--- config.mk ---
export PLATFORM = sky130hd
export DESIGN_NAME = dcache_ctrl
export DESIGN_NICKNAME = d
export VERILOG_FILES = /design/src/rtl/dcache_ctrl_pkg.sv /design/src/rtl/dcache_array.sv /design/src/rtl/dcache_ctrl.sv
export SDC_FILE = /design/constraint.sdc
export NUM_CORES = 1
export LEC_CHECK = 0
export ABC_AREA = 0
export BUFFER_PORTS_ARGS = -buffer_cell sky130_fd_sc_hd__buf_2
export CORE_MARGIN = 3
export CORE_UTILIZATION = 40
export DETAILED_ROUTE_END_ITERATION = 16
export PLACE_DENSITY = 0.61
export SETUP_SLACK_MARGIN = 0.4
export SYNTH_ARGS = -nofsm -noshare
export SYNTH_HDL_FRONTEND = slang
export SYNTH_SLANG_ARGS = --single-unit
--- constraint.sdc ---
create_clock -name i_clk -period 8.28 [get_ports i_clk]
set_input_delay 0 -clock i_clk [delete_from_list [all_inputs] [get_ports i_clk]]
set_output_delay 0 -clock i_clk [all_outputs]
set_load 0.1 [all_outputs]
--- src/rtl/dcache_ctrl_pkg.sv ---
// Shared definitions for the direct-mapped write-through data cache.
//   DCACHE_LINES : default number of one-word lines
//   CNT_MAX      : saturation value of the hit/miss counters
//   state_t      : controller state encoding
package dcache_ctrl_pkg;

    localparam int unsigned DCACHE_LINES = 16;
    localparam logic [15:0] CNT_MAX      = 16'hFFFF;

    typedef enum logic [1:0] {
        IDLE   = 2'd0,
        REFILL = 2'd1,
        WRITE  = 2'd2
    } state_t;

endpackage

--- src/rtl/dcache_array.sv ---
// Line storage for the data cache: valid bit, tag and 32-bit word per line.
//   clk, rst_n     : clock, asynchronous active-low reset (clears valid bits)
//   flush          : clear every valid bit at the next edge
//   we/widx/wtag/wdata : single write port, sets the line valid
//   ridx -> rvalid/rtag/rdata : combinational read port
module dcache_array #(
    parameter  int unsigned LINES = 16,
    parameter  int unsigned TAG_W = 6,
    localparam int unsigned IDX_W = $clog2(LINES)
) (
    input  logic             clk,
    input  logic             rst_n,
    input  logic             flush,
    input  logic             we,
    input  logic [IDX_W-1:0] widx,
    input  logic [TAG_W-1:0] wtag,
    input  logic [31:0]      wdata,
    input  logic [IDX_W-1:0] ridx,
    output logic             rvalid,
    output logic [TAG_W-1:0] rtag,
    output logic [31:0]      rdata
);

    logic [LINES-1:0] valid;
    logic [TAG_W-1:0] tag_mem  [LINES];
    logic [31:0]      data_mem [LINES];

    always_ff @(posedge clk or negedge rst_n) begin
        if (!rst_n) begin
            valid <= '0;
        end else if (flush) begin
            valid <= '0;
        end else if (we) begin
            valid[widx] <= 1'b1;
        end
    end

    // Tag/data need no reset: they are only observed through a valid bit.
    always_ff @(posedge clk) begin
        if (we) begin
            tag_mem[widx]  <= wtag;
            data_mem[widx] <= wdata;
        end
    end

    assign rvalid = valid[ridx];
    assign rtag   = tag_mem[ridx];
    assign rdata  = data_mem[ridx];

endmodule

--- src/rtl/dcache_ctrl.sv ---
// Direct-mapped, one-word-line, write-through / no-write-allocate data cache
// controller sitting between the core and a backing memory.
//   i_clk, i_rst_n              : clock, asynchronous active-low reset
//   i_req/i_we/i_addr/i_data    : core request (held until o_ready)
//   i_flush                     : invalidate all lines (honoured in IDLE only)
//   o_data/o_ready              : load data, access-complete strobe
//   o_mem_req/o_mem_we/o_mem_addr/o_mem_data : backing-memory request
//   i_mem_data/i_mem_ack        : memory read data, completion strobe
//   o_hits/o_misses             : saturating load hit/miss counters
module dcache_ctrl
    import dcache_ctrl_pkg::*;
#(
    parameter int unsigned WIDTH = 12,
    parameter int unsigned LINES = DCACHE_LINES
) (
    input  logic             i_clk,
    input  logic             i_rst_n,
    input  logic             i_req,
    input  logic             i_we,
    input  logic [WIDTH-1:0] i_addr,
    input  logic [31:0]      i_data,
    input  logic             i_flush,
    output logic [31:0]      o_data,
    output logic             o_ready,
    output logic             o_mem_req,
    output logic             o_mem_we,
    output logic [WIDTH-1:0] o_mem_addr,
    output logic [31:0]      o_mem_data,
    input  logic [31:0]      i_mem_data,
    input  logic             i_mem_ack,
    output logic [15:0]      o_hits,
    output logic [15:0]      o_misses
);

    localparam int unsigned IDX_W = $clog2(LINES);
    localparam int unsigned TAG_W = WIDTH - IDX_W - 2;

    state_t           state;
    logic [WIDTH-1:0] cur_addr;
    logic [IDX_W-1:0] idx;
    logic [TAG_W-1:0] req_tag;
    logic             line_valid;
    logic [TAG_W-1:0] line_tag;
    logic [31:0]      line_data;
    logic             line_hit;
    logic             load_hit;
    logic             refill_done;
    logic             write_done;
    logic             arr_we;
    logic [31:0]      arr_wdata;

    // Outside IDLE the registered memory address doubles as the captured
    // request address: it holds the same index and tag bits.
    assign cur_addr    = (state == IDLE) ? i_addr : o_mem_addr;
    assign idx         = cur_addr[IDX_W+1:2];
    assign req_tag     = cur_addr[WIDTH-1:IDX_W+2];
    assign line_hit    = line_valid && (line_tag == req_tag);

    assign load_hit    = (state == IDLE) && !i_flush && i_req && !i_we && line_hit;
    assign refill_done = (state == REFILL) && i_mem_ack;
    assign write_done  = (state == WRITE) && i_mem_ack;

    assign o_ready     = load_hit || refill_done || write_done;

    always_comb begin
        o_data = '0;
        if (load_hit) begin
            o_data = line_data;
        end else if (refill_done) begin
            o_data = i_mem_data;
        end
    end

    // Stores only touch a line that already holds the same address.
    assign arr_we    = refill_done || (write_done && line_hit);
    assign arr_wdata = refill_done ? i_mem_data : o_mem_data;

    dcache_array #(
        .LINES (LINES),
        .TAG_W (TAG_W)
    ) u_array (
        .clk    (i_clk),
        .rst_n  (i_rst_n),
        .flush  ((state == IDLE) && i_flush),
        .we     (arr_we),
        .widx   (idx),
        .wtag   (req_tag),
        .wdata  (arr_wdata),
        .ridx   (idx),
        .rvalid (line_valid),
        .rtag   (line_tag),
        .rdata  (line_data)
    );

    always_ff @(posedge i_clk or negedge i_rst_n) begin
        if (!i_rst_n) begin
            state      <= IDLE;
            o_mem_req  <= 1'b0;
            o_mem_we   <= 1'b0;
            o_mem_addr <= '0;
            o_mem_data <= '0;
            o_hits     <= '0;
            o_misses   <= '0;
        end else begin
            case (state)
                IDLE: begin
                    if (!i_flush && i_req) begin
                        if (i_we) begin
                            state      <= WRITE;
                            o_mem_req  <= 1'b1;
                            o_mem_we   <= 1'b1;
                            o_mem_addr <= {i_addr[WIDTH-1:2], 2'b00};
                            o_mem_data <= i_data;
                        end else if (line_hit) begin
                            if (o_hits != CNT_MAX) o_hits <= o_hits + 16'd1;
                        end else begin
                            state      <= REFILL;
                            o_mem_req  <= 1'b1;
                            o_mem_we   <= 1'b0;
                            o_mem_addr <= {i_addr[WIDTH-1:2], 2'b00};
                            o_mem_data <= '0;
                            if (o_misses != CNT_MAX) o_misses <= o_misses + 16'd1;
                        end
                    end
                end
                REFILL, WRITE: begin
                    if (i_mem_ack) begin
                        state      <= IDLE;
                        o_mem_req  <= 1'b0;
                        o_mem_we   <= 1'b0;
                        o_mem_addr <= '0;
                        o_mem_data <= '0;
                    end
                end
                default: begin
                    state <= IDLE;
                end
            endcase
        end
    end

endmodule

=== Word-level counts from Yosys, hierarchy flattened ===
Memory sizes are Yosys's and may differ from the RTL's.
Cells that the tools add are included.

* Flip-flop bits (word level): 96
* Bits in writable memories: 608
* Bits of input ports: 82
* Word-level logic and storage cells: 85
* Memories kept: 2

{| class="wikitable"
|+ Memory list
! memory !! depth !! width !! read ports !! clocked after memory_dff !! write ports !! line !! text
|-
| u_array.data_mem || 16 || 32 || 1 || 0 || 1 || dcache_array.sv:26 || <nowiki>logic [31:0] data_mem [LINES];</nowiki>
|-
| u_array.tag_mem || 16 || 6 || 1 || 0 || 1 || dcache_array.sv:25 || <nowiki>logic [TAG_W-1:0] tag_mem [LINES];</nowiki>
|}

* Add/sub/neg operators: 2
* $lt $le $gt $ge: 2
* Equality and inequality tests: 8
* Mux-type cells: 36
* Bitwise logic cells: 3
* Reductions and logical operators: 24

{| class="wikitable"
|+ Operator list
! kind !! count
|-
| 32-bit two-way mux || 7
|-
| 32-bit one-hot mux with 2 select lines || 1
|-
| 12-bit two-way mux || 5
|-
| 16-bit by 1-bit adder with 16-bit output (second input constant) || 2
|-
| 16-bit two-way mux || 2
|-
| 16-bit inequality test (second input constant) || 2
|-
| 12-bit one-hot mux with 2 select lines || 1
|-
| 16-bit bitwise OR || 1
|-
| 1-bit logical AND || 11
|-
| 1-bit two-way mux || 11
|-
| 5-bit AND reduction || 2
|-
| 2-bit two-way mux || 4
|-
| 6-bit == test || 1
|-
| 4-bit by 5-bit < comparator with 1-bit output (second input constant) || 1
|-
| 1-bit binary-select mux with 4-bit select || 1
|-
| 1-bit demux with 4-bit select || 1
|-
| 4-bit by 1-bit >= comparator with 1-bit output (second input constant) || 1
|-
| 1-bit one-hot mux with 2 select lines || 2
|-
| 2-bit one-hot mux with 2 select lines || 1
|-
| 4-bit AND reduction || 1
|-
| 2-bit nonzero test || 2
|-
| 1-bit logical OR || 3
|-
| 3-bit inequality test (second input constant) || 1
|-
| 3-bit AND reduction || 1
|-
| other kinds (8) || 10
|}

=== Depth between registers and ports, before layout ===
* Depth in word-level cells: 9
* Depth in mapped cells: 16
* Mapped depth without buffers: 11

=== By module ===
A second synthesis with hierarchy kept.

* Cell total of the unflattened synthesis: 1,517
* Area, all modules: 27,850.5 um^2

{| class="wikitable"
|+ By module, submodules not included
! module !! times used !! cells each !! area an instance (um^2) !! seq. area each (um^2)
|-
| dcache_array || 1 || 1,018 || 23,528.8 || 18,657.9
|-
| dcache_ctrl || 1 || 499 || 4,321.6 || 1,951.9
|}

=== Worst setup path before layout ===
OpenSTA, ideal clock, no wires.

* Kind: register -> output
* Start: register o_mem_addr[2]
* End: output o_data[0]
* Arrival: 5.133 ns
* Data required time: 8.280 ns
* Path slack: 3.147 ns
* Cell stages (with the launch flop): 12
* Cells stage by stage: dfrtp_1 -> nor3b_2 -> buf_4 -> o21bai_1 -> a41oi_1 -> nor3_1 -> xnor2_1 -> and3_1 -> nand3_2 -> buf_6 -> clkbuf_1 -> o21ai_0

* Cells in the longest elaborated chain, start to end: 6
* Elaborated cells between the ends (all ways): 9
* Classes of those cells: eq/ne: 1; mux: 4; reduce/logical: 2; memory: 2

{| class="wikitable"
|+ Ends and longest elaborated chain
! element !! line !! text
|-
| start: declaration || dcache_ctrl.sv:27 || <nowiki>output logic [WIDTH-1:0] o_mem_addr,</nowiki>
|-
| start signal: assignment || dcache_ctrl.sv:112 || <nowiki>o_mem_addr <= {i_addr[WIDTH-1:2], 2'b00};</nowiki>
|-
| start signal: assignment || dcache_ctrl.sv:120 || <nowiki>o_mem_addr <= {i_addr[WIDTH-1:2], 2'b00};</nowiki>
|-
| 12-bit two-way mux * || dcache_ctrl.sv:54 || <nowiki>assign cur_addr = (state == IDLE) ? i_addr : o_mem_addr;</nowiki>
|-
| memory 16 x 6 bit or 1-bit binary-select mux with 4-bit select (tied branches) || - ||
|-
| 6-bit == test or 1-bit two-way mux (tied branches) || dcache_ctrl.sv:57, dcache_array.sv:46 ||
|-
| 1-bit logical AND || dcache_ctrl.sv:57 || <nowiki>assign line_hit = line_valid && (line_tag == req_tag);</nowiki>
|-
| 1-bit logical AND || dcache_ctrl.sv:59 || <nowiki>assign load_hit = (state == IDLE) && !i_flush && i_req && !i_we && line_hit;</nowiki>
|-
| 32-bit two-way mux * || dcache_ctrl.sv:67 || <nowiki>if (load_hit) begin</nowiki>
|-
| end: declaration || dcache_ctrl.sv:23 || <nowiki>output logic [31:0] o_data,</nowiki>
|}

Mark *: on every way between the ends. The rest lies on a longest branch, timed or not. The select of a mux whose other input is x is not followed.

=== Worst setup path in the final report ===
* Start: register state[1]
* End: output o_data[29]

* Cells in the longest elaborated chain, start to end: 7
* Elaborated cells between the ends (all ways): 16
* Classes of those cells: eq/ne: 2; mux: 5; reduce/logical: 7; memory: 2

{| class="wikitable"
|+ Ends and longest elaborated chain
! element !! line !! text
|-
| start: declaration || dcache_ctrl.sv:38 || <nowiki>state_t state;</nowiki>
|-
| start signal: assignment || dcache_ctrl.sv:97 || <nowiki>state <= IDLE;</nowiki>
|-
| start signal: assignment || dcache_ctrl.sv:109 || <nowiki>state <= WRITE;</nowiki>
|-
| start signal: assignment || dcache_ctrl.sv:117 || <nowiki>state <= REFILL;</nowiki>
|-
| 2-bit zero test || dcache_ctrl.sv:54, dcache_ctrl.sv:59 ||
|-
| 12-bit two-way mux || dcache_ctrl.sv:54 ||
|-
| memory 16 x 6 bit or 1-bit binary-select mux with 4-bit select (tied branches) || - ||
|-
| 6-bit == test or 1-bit two-way mux (tied branches) || dcache_ctrl.sv:57, dcache_array.sv:46 ||
|-
| 1-bit logical AND || dcache_ctrl.sv:57 ||
|-
| 1-bit logical AND || dcache_ctrl.sv:59 ||
|-
| 32-bit two-way mux * || dcache_ctrl.sv:67 ||
|}

Marks and branches as above.

==> results.txt <==
status = completed
CP Capture Type = primary output
Ant. Diodes = 0
CTS tree = built
Reg2Reg Depth = 12
Critical Path Source Type = flip-flop
GR Layer Usage met2 = 30.5%
die footprint = 73900 µm²
Worst Setup SP = state[1]
initial drt markers = 1494
PortBufs = 188
final WL = 69900 µm
DP Wirelength = 39400 µm
vias = 15600
Vias/cell = 5.60
IO Pins = 193
antenna violations before repair = 1
htree depth = 3
top_reg_cell synth = edfxtp_1
# rows = 96
total grt overflow = 0
asr flop ratio synth = 13.4%
M1 GR Usage = 26.2%
Ys Warns = 0
initial core utilization = 40.8%
Yosys top cell by area = edfxtp_1
crit path max fanout = 77
DR WL/cell = 25.0 µm
Clk Latency, worst-skew pair = 0.62 ns
clock buffer depth = 3
Clock Tree Root = clkbuf_16
CTS buffer count = 76
Post-synth EDFFs = 608
r2r setup slk = 2.23 ns
Hold Vio Cnt, Final = 0
Setup Crit Path Kind = flip-flop to primary output
Max-cap violations = 0
largest net degree at the start of global routing = 78
final slew viol count = 0
Area Overhead vs Synth = 18.0%
synth cell count leaders = edfxtp_1 (608), mux4_2 (138), nand2_1 (125), dfrtp_1 (94), a22o_1 (64)
Max-slew headroom = 16.1%
die height = 272 µm
Slew @ Worst Pin = 1.26 ns
RR Endpoint = u_array.data_mem[12][5]
Resized cells post-CTS = 0
CORE AREA = 69300 µm²
CTS sink count = 702
Hold WS = 0.0628 ns
P_leak = 12.2 nW
fin crit share = 77.1%
final worst path period need = 6.38 ns
Die X = 272 µm
syn avg cell area = 18.3 µm²
flops & latches, synth = 702
grt met3 use = 4.28%
remaining antenna violation count = 0
top post-synthesis cells by area = edfxtp_1 (65%), mux4_2 (11%), dfrtp_1 (8.3%)
IR Drop Worst-Case VDD = 0.000198 V
WP data required = 8.28 ns
GRT busiest layer = met2
top cell type's share of synthesized area = 64.6%
fin nets = 1889
most frequent cell after synthesis = edfxtp_1
vias in the first global route = 16200
first drt pass iteration count = 5
Fmax = 157 MHz
Mapped Cells = 1546
PD cells = 354 nW/µm²
RSZ-0062 raised after global routing = false
fraction of layout cells with a size suffix above 1 = 28.7%
RR Startpoint = state[1]
DRC viols = 0
Hold Path Class = input pin to flip-flop
Post-Synthesis Cell Area = 28300 µm²
final setup vio count = 0
# fillers = 5755
gr usage total = 19.0%
final setup TNS = 0 ns
post-synth cell types = 67
Clock Pin Slew Worst Setup and Hold Paths = 0.06 ns
sequential area share after synthesis = 72.9%
Final Skew = 0.0318 ns
CP endpoint = o_data[29]
Final Wtd Congestion = 0.771
WP data arrival = 6.38 ns
first-pass GRT wire length = 105000 µm
worst max-delay path, cell delays in order, from the launching register on:
cell	delay, ns
dfrtp_1	0.39
inv_1	0.11
ha_1	0.59
mux2i_4	0.81
buf_4	0.73
mux4_2	0.36
o22ai_1	0.08
and3b_1	0.29
and4_1	0.27
nand3_4	0.73
o21ai_0	0.81
buf_2	0.55
layout by cell type, fill, tap and decap left out, drive strengths merged, types with 4 or more instances in the layout:
cell and n:
o2111ai 4, xnor2 9, nor4 10, clkbuf 96
edfxtp 608, dfrtp 94, a41oi 12, a22oi 4
and3b 4, clkinv 30, nand2 125, o21bai 60
or2 6, clkinvlp 4, mux2i 8, ha 5
nand4 4, a32o 17, nor2 32, nand2b 5
o22ai 10, nor2b 14, and3 9, nor3 15
buf 226, dlygate4sd3 48, o21ai 37, mux4 138
a22o 64, mux2 18, nor3b 6, bufinv 7
a221oi 31, inv 12, xor2 21, nand3 45
worst min path at each step:
stage | startpoint | endpoint | cells past startpoint
finish | i_mem_data[13] | u_array.data_mem[9][13] | 3
global route | i_req | state[0] | 4
CTS | i_req | state[0] | 4
detailed placement | i_rst_n | o_hits[3] | 1
global placement | i_rst_n | o_hits[3] | 1
floorplan | i_rst_n | o_hits[0] | 0
kinds of logic after synthesis:
family                   after synthesis  synth area share, %
flip-flops                           702                 72.9
AND/OR/NAND/NOR                      282                 4.91
AO/OA/AOI/OAI                        255                 7.12
multiplexers                         164                 12.1
buffers and inverters                107                 1.73
XOR/XNOR                              30                0.956
adder cells (fa/ha/maj)                5                0.221
other                                  1               0.0133
sequential cells by signal (all words and copies together), names as in the netlist:
name              cells
u_array.data_mem    512
o_hits               16
o_mem_data           32
u_array.valid        16
state                 2
o_mem_we              1
o_misses             16
o_mem_addr           10
o_mem_req             1
u_array.tag_mem      96
power breakdown:
| group | leakage (nW) | internal [mW] | switching (mW) |
|---|---|---|---|
| clock network | 1.20 | 1.98 | 1.35 |
| logic | 4.03 | 1.30 | 2.68 |
| registers | 6.96 | 4.38 | 0.114 |
area by class of cell:
cell class | instances | area, µm² | area share (%)
multi-input cells | 738 | 7350 | 22.0
clock inverters | 43 | 415 | 1.25
inverters | 10 | 37.5 | 0.113
clock buffers | 96 | 2060 | 6.18
repair buffers | 274 | 1720 | 5.16
well taps | 931 | 1160 | 3.49
flip-flops and latches | 702 | 20600 | 61.8
through the flow:
| stage | setup WS [ns] | instance area [µm²] | utilization [%] | total power, mW | cells |
|---|---|---|---|---|---|
| after floorplan | 3.15 | 28300 | - | 7.46 | 1547 |
| after global placement | 2.14 | 30400 | 43.8 | 8.48 | 2606 |
| after detailed placement | 2.11 | 30400 | 43.8 | 8.55 | 2606 |
| after CTS | 1.75 | 33400 | 48.1 | 11.9 | 2794 |
| after global routing | 1.26 | 33400 | 48.1 | 12.3 | 2794 |
| final | 1.90 | 33400 | 48.1 | 11.8 | 2794 |
per-layer routing:
layer  wire, µm  up-vias  part of all wire (%)
met5          0        -                     0
met2      33700      537                    48
met1      29900     8202                    43
met4       1500        0                   2.1
met3       4860       91                   7.0
li1           -     6815                     -
repair_timing:
action,CTS,global route
buffers inserted,0,0
endpoints found under the hold margin,79,0
hold buffers,49,0
Note: power is estimated with default switching activity, not from simulation.
